## config.mk

```make
export PLATFORM = sky130hd
export DESIGN_NAME = mem_access_unit
export DESIGN_NICKNAME = d
export VERILOG_FILES = /design/src/rtl/mem_access_unit.sv
export SDC_FILE = /design/constraint.sdc
export NUM_CORES = 1
export LEC_CHECK = 0
export ABC_AREA = 1
export CORE_MARGIN = 5
export CORE_UTILIZATION = 35
export DETAILED_ROUTE_END_ITERATION = 16
export DONT_BUFFER_PORTS = 1
export PLACE_DENSITY = 0.53
export RECOVER_POWER = 50
export SYNTH_ARGS = -nofsm -noshare
export SYNTH_HDL_FRONTEND = slang
export SYNTH_SLANG_ARGS = --single-unit
```

## constraint.sdc

```tcl
create_clock -name clk -period 4.5 [get_ports clk]
set_input_delay 0.45 -clock clk [delete_from_list [all_inputs] [get_ports clk]]
set_output_delay 0.45 -clock clk [all_outputs]
set_load 0.05 [all_outputs]
```

## src/rtl/mem_access_unit.sv

```systemverilog
// MEM-stage data-bus master: turns the EX/MEM access into a req/ack transaction, stalls the pipe,
// and returns size-extended load data. Define MISALIGN_TRAP_EN to trap misaligned W/H accesses.
module mem_access_unit #(
  parameter int unsigned TIMEOUT_CYCLES = 255
) (
  input  logic        clk,
  input  logic        rst,
  input  logic [31:0] addr_in,
  input  logic [31:0] store_data_in,
  input  logic [2:0]  dmtype_in,
  input  logic        memwrite_in,
  input  logic        memread_in,
  output logic        bus_req,
  output logic        bus_we,
  output logic [31:0] bus_addr,
  output logic [31:0] bus_wdata,
  output logic [3:0]  bus_be,
  input  logic        bus_ack,
  input  logic [31:0] bus_rdata,
  output logic        stall_out,
  output logic [31:0] load_data_out,
  output logic        bus_err_out
`ifdef MISALIGN_TRAP_EN
  ,
  output logic        misalign_out,
  output logic [31:0] badaddr_out
`endif
);

  localparam logic [2:0] DmH  = 3'b001;
  localparam logic [2:0] DmHU = 3'b010;
  localparam logic [2:0] DmB  = 3'b011;
  localparam logic [2:0] DmBU = 3'b100;

  // Timeout fires in the TIMEOUT_CYCLES-th BUSY cycle, so BUSY never exceeds that many cycles.
  localparam logic       TimeoutEn = (TIMEOUT_CYCLES != 0);
  localparam logic [7:0] CntLast   = 8'((TIMEOUT_CYCLES == 0) ? 0 : TIMEOUT_CYCLES - 1);

  typedef enum logic [1:0] {StIdle, StBusy, StDone} state_e;

  state_e      state_q, state_d;
  logic        we_q, we_d;
  logic [29:0] addr_q, addr_d;
  logic [1:0]  off_q, off_d;
  logic [2:0]  dmtype_q, dmtype_d;
  logic [3:0]  be_q, be_d;
  logic [31:0] wdata_q, wdata_d;
  logic [7:0]  cnt_q, cnt_d;
  logic [31:0] load_data_q, load_data_d;
  logic        bus_err_q, bus_err_d;
  logic        stall;
  logic        access, in_byte, in_half, timeout;
  logic [7:0]  lane_b;
  logic [15:0] lane_h;
  logic [31:0] load_ext;
`ifdef MISALIGN_TRAP_EN
  logic        misalign_q, misalign_d;
  logic [31:0] badaddr_q, badaddr_d;
  logic        misaligned;
`endif

  assign access  = memwrite_in | memread_in;
  assign in_byte = (dmtype_in == DmB) || (dmtype_in == DmBU);
  assign in_half = (dmtype_in == DmH) || (dmtype_in == DmHU);
  assign timeout = TimeoutEn && (cnt_q == CntLast);
`ifdef MISALIGN_TRAP_EN
  assign misaligned = in_half ? addr_in[0] : (!in_byte && (addr_in[1:0] != 2'b00));
`endif

  // Lane select and extension of the returned word for the latched access.
  always_comb begin
    lane_b = bus_rdata[7:0];
    unique case (off_q)
      2'd0: lane_b = bus_rdata[7:0];
      2'd1: lane_b = bus_rdata[15:8];
      2'd2: lane_b = bus_rdata[23:16];
      2'd3: lane_b = bus_rdata[31:24];
      default: lane_b = bus_rdata[7:0];
    endcase
    lane_h = off_q[1] ? bus_rdata[31:16] : bus_rdata[15:0];
    case (dmtype_q)
      DmB:     load_ext = {{24{lane_b[7]}}, lane_b};
      DmBU:    load_ext = {24'h0, lane_b};
      DmH:     load_ext = {{16{lane_h[15]}}, lane_h};
      DmHU:    load_ext = {16'h0, lane_h};
      default: load_ext = bus_rdata;
    endcase
  end

  always_comb begin
    state_d     = state_q;
    we_d        = we_q;
    addr_d      = addr_q;
    off_d       = off_q;
    dmtype_d    = dmtype_q;
    be_d        = be_q;
    wdata_d     = wdata_q;
    cnt_d       = cnt_q;
    load_data_d = load_data_q;
    bus_err_d   = 1'b0;
    stall       = 1'b0;
`ifdef MISALIGN_TRAP_EN
    misalign_d  = 1'b0;
    badaddr_d   = badaddr_q;
`endif
    unique case (state_q)
      StIdle: begin
        if (access) begin
          stall = 1'b1;
`ifdef MISALIGN_TRAP_EN
          if (misaligned) begin
            misalign_d = 1'b1;
            badaddr_d  = addr_in;
            state_d    = StDone;
          end else begin
`else
          begin
`endif
            we_d     = memwrite_in;
            addr_d   = addr_in[31:2];
            off_d    = addr_in[1:0];
            dmtype_d = dmtype_in;
            cnt_d    = 8'd0;
            state_d  = StBusy;
            if (!memwrite_in) begin
              be_d    = 4'hF;
              wdata_d = store_data_in;
            end else if (in_byte) begin
              be_d    = 4'b0001 << addr_in[1:0];
              wdata_d = {4{store_data_in[7:0]}};
            end else if (in_half) begin
              be_d    = addr_in[1] ? 4'hC : 4'h3;
              wdata_d = {2{store_data_in[15:0]}};
            end else begin
              be_d    = 4'hF;
              wdata_d = store_data_in;
            end
          end
        end
      end
      StBusy: begin
        stall = 1'b1;
        if (bus_ack) begin
          if (!we_q) load_data_d = load_ext;
          state_d = StDone;
        end else if (timeout) begin
          load_data_d = 32'h0;
          bus_err_d   = 1'b1;
          state_d     = StDone;
        end else begin
          cnt_d = cnt_q + 8'd1;
        end
      end
      StDone:  state_d = StIdle;
      default: state_d = StIdle;
    endcase
  end

  always_ff @(posedge clk or posedge rst) begin
    if (rst) begin
      state_q     <= StIdle;
      we_q        <= 1'b0;
      addr_q      <= 30'h0;
      off_q       <= 2'b00;
      dmtype_q    <= 3'b000;
      be_q        <= 4'h0;
      wdata_q     <= 32'h0;
      cnt_q       <= 8'h0;
      load_data_q <= 32'h0;
      bus_err_q   <= 1'b0;
    end else begin
      state_q     <= state_d;
      we_q        <= we_d;
      addr_q      <= addr_d;
      off_q       <= off_d;
      dmtype_q    <= dmtype_d;
      be_q        <= be_d;
      wdata_q     <= wdata_d;
      cnt_q       <= cnt_d;
      load_data_q <= load_data_d;
      bus_err_q   <= bus_err_d;
    end
  end

`ifdef MISALIGN_TRAP_EN
  always_ff @(posedge clk or posedge rst) begin
    if (rst) begin
      misalign_q <= 1'b0;
      badaddr_q  <= 32'h0;
    end else begin
      misalign_q <= misalign_d;
      badaddr_q  <= badaddr_d;
    end
  end

  assign misalign_out = misalign_q;
  assign badaddr_out  = badaddr_q;
`endif

  // Gated by rst so an abandoned access drops the stall together with the request.
  assign stall_out     = stall & ~rst;
  assign bus_req       = (state_q == StBusy);
  assign bus_we        = we_q;
  assign bus_addr      = {addr_q, 2'b00};
  assign bus_be        = be_q;
  assign bus_wdata     = wdata_q;
  assign load_data_out = load_data_q;
  assign bus_err_out   = bus_err_q;

endmodule
```

==> flow_summary.yaml <==
grt:
  grt_usage: 0.174
  grt_pass1_wl_um: 27500
  antenna_found_initial: 0
  overflow: 0
  first_global_vias: 5029
  grt_max_degree: 67
setup_path:
  cp.required_ns: 4.55
  regToRegSetupSlack_ns: 2.11
  crit_slowest_cell: "clkbuf_1"
  r2r_start: "state_q[0]$_DFFE_PP0P_"
  end_kind: "asynchronous set/reset pin"
  cp_max_fo: 39
  ff2ff_path_depth: 7
  critical-path-max-stage-delay_ns: 1.65
  start_kind: "primary input"
  path_delay_family: "buffers and inverters"
  arrival_ns: 2.99
  r2r_end: "bus_be[0]$_DFFE_PP0P_"
  crit_type: "in -> async"
  crit_chain: "dlygate4sd3_1, clkinvlp_2, clkbuf_1"
  path_depth: 3
  crit_end: "cnt_q[2]$_DFFE_PP0P_"
  crit_start: "rst"
  cp.buffers_inverters: 3
yosys:
  ys.flop_type: "dfrtp_1"
  syn_inst: 828
  yosys-top-cells-area: "dfrtp_1 47%, nand2_1 20%, nand3_1 8.9%, inv_1 4.6%, nor2_1 3.6%"
  syn_area_per_cell_um2: 7.34
  async_flop_share: 1.00
  yosysTopAreaCellShare: 0.473
  synth_edf_count: 0
  synth.largest_area_cell: "dfrtp_1"
  ys_ff_latch: 115
  ys_types: 29
  yosysWarningCount: 0
  syn_area_um2: 6080
  synth_common_cells: "321 x nand2_1, 115 x dfrtp_1, 108 x nand3_1, 74 x inv_1, 58 x nor2_1"
  ys_seq_area_frac: 0.473
  yosysMostFrequentCell: "nand2_1"
clock_tree:
  postCtsSetupRepairBufs: 0
  clk_path_buf_depth: 2
  root_buffer: "clkbuf_16"
  clkTransAtPathRegs_ns: 0.06
  clock-sinks: 115
  htreeDepth: 4
  cts_buffers: 17
  cts_tree: "yes"
  clk_latency_ns: 0.41
floorplanning:
  ios: 208
  die-height_um: 142
  fp.dieW_um: 142
  die-area_um2: 20100
  initial_core_util: 0.354
  core_area_um2: 17200
  rows: 48
final_layout:
  antenna_cells: 0
  stdcell_count: 1052
  utilization: 0.393
  area_growth_pct: 11.2
  nFillCells: 1881
  drive_above_1_share: 0.0822
  nets: 920
drt:
  wl_met1_um: 7040
  wl_met2_um: 8100
  highest_layer: "met4"
  drt_iter0_drc: 332
  avgRoutedWirePerCell_um: 16.8
  drc_errors: 0
  wl_um: 17700
  dr_wl_met3_um: 2200
  dr.pass1.iters: 6
  vias: 5112
  vias_per_cell: 4.86
  detail-route-antenna-nets: 0
sta:
  worst_pin_slew_ns: 2.25
  fin_skew_ns: 0.0141
  post-route-period-util: 0.653
  fin_tns_setup_ns: 0
  finalMaxSlewViolations: 107
  slew_headroom: -0.497
  min_period_ns: 2.94
  setup_violations: 0
  fmaxAchievable_ghz: 0.340
  rsz0062_at_grt: "false"
  hold_violations: 0
pwr:
  leakage_nw: 3.55
  power_density_nw_per_um2: 941
  peakVddDrop_mv: 0.481
place:
  place.port_buffers: 0
  place_congestion: 0.800
  hpwlAfterDp_um: 12600
  placedCellCount: 1019
min_path:
  min_delay_path_depth: 2
  hp-class: "in -> reg"
outcome:
  violations: "capacitance limit, slew limit"
  status: "complete, but fails checks"
run:
  cap_violations: 2
cell families after synthesis:
logic type                 Yosys count  share of synthesized area
AOI/OAI and AO/OA                   64                     0.0548
xor gates and xnor gates             3                    0.00432
adders and majority gates            2                    0.00412
buffers and inverters              125                     0.0902
DFF                                115                      0.473
other                                1                   0.000617
and+or+nand+nor                    518                      0.373
worst min-delay path by stage:
stage                                  end                  from  slack (ns)
floorplan             cnt_q[7]$_DFFE_PP0P_  cnt_q[7]$_DFFE_PP0P_        0.47
global placement    addr_q[20]$_DFFE_PP0P_                   rst        0.24
detailed placement  addr_q[22]$_DFFE_PP0P_                   rst        0.23
CTS                 addr_q[17]$_DFFE_PP0P_           addr_in[19]        0.13
global route        addr_q[17]$_DFFE_PP0P_           addr_in[19]        0.13
finish              addr_q[13]$_DFFE_PP0P_           addr_in[15]        0.15
routing by layer:
layer	up-vias	track usage
li1	2569	-
met1	2314	0.202
met2	209	0.272
met3	20	0.0977
met4	0	0.0601
met5	-	0
stage by stage:
| stage | setup WS, ns | power [mW] | hold WS (ns) | instance area (um^2) |
|---|---|---|---|---|
| after global placement | 2.04 | 5.08 | 0.237 | 6180 |
| after detailed placement | 2.01 | 5.10 | 0.233 | 6180 |
| after CTS | 1.57 | 6.43 | 0.132 | 6760 |
| final | 1.56 | 6.35 | 0.154 | 6760 |
| after floorplan | 1.01 | 4.72 | 0.474 | 6080 |
| after global routing | 0.975 | 6.76 | 0.131 | 6760 |
placed cells by master, fill, tap and decap left out, drive strengths merged, types with 2 or more instances in the layout:
cell type | netlist | routed
dfrtp | 115 | 115
buf | 35 | 3
ha | 2 | 2
xor2 | 3 | 3
nand3b | 8 | 8
clkinv | 1 | 5
inv | 84 | 88
nand3 | 116 | 116
clkinvlp | 0 | 4
a21oi | 34 | 34
nand2 | 327 | 327
nand4 | 4 | 4
a31oi | 8 | 8
nor2 | 63 | 63
clkbuf | 5 | 21
conb | 1 | 2
o21ai | 21 | 21
where the power goes:
part           total, mW  internal [mW]  switching, mW
registers           3.35           1.47           1.89
clock network       1.31          0.796          0.512
logic               1.69          0.515           1.18
total               6.35           2.78           3.58
timing repair:
action                                 4_1_cts  5_1_grt
endpoints found under the hold margin       10        0
hold buffers                                 1        0
gates resized for setup                      0        0
flip-flops by register name, summed over array words and instances (netlist names):
| signal | flops |
|---|---|
| bus_wdata | 32 |
| load_data_out | 32 |
| addr_q | 30 |
| cnt_q | 8 |
| bus_be | 4 |
| dmtype_q | 3 |
| off_q | 2 |
| state_q | 2 |
| bus_err_out | 1 |
| bus_we | 1 |
layout make-up:
cell class | count | area [um^2] | share of cell area
clock inverters | 13 | 124 | 0.0183
well taps | 225 | 282 | 0.0417
clock buffers | 19 | 453 | 0.0670
repair buffers | 6 | 41.3 | 0.00611
flip-flops and latches | 115 | 2880 | 0.426
inverters | 85 | 323 | 0.0478
multi-input cells | 589 | 2660 | 0.393
(Power assumes the default switching activity.)
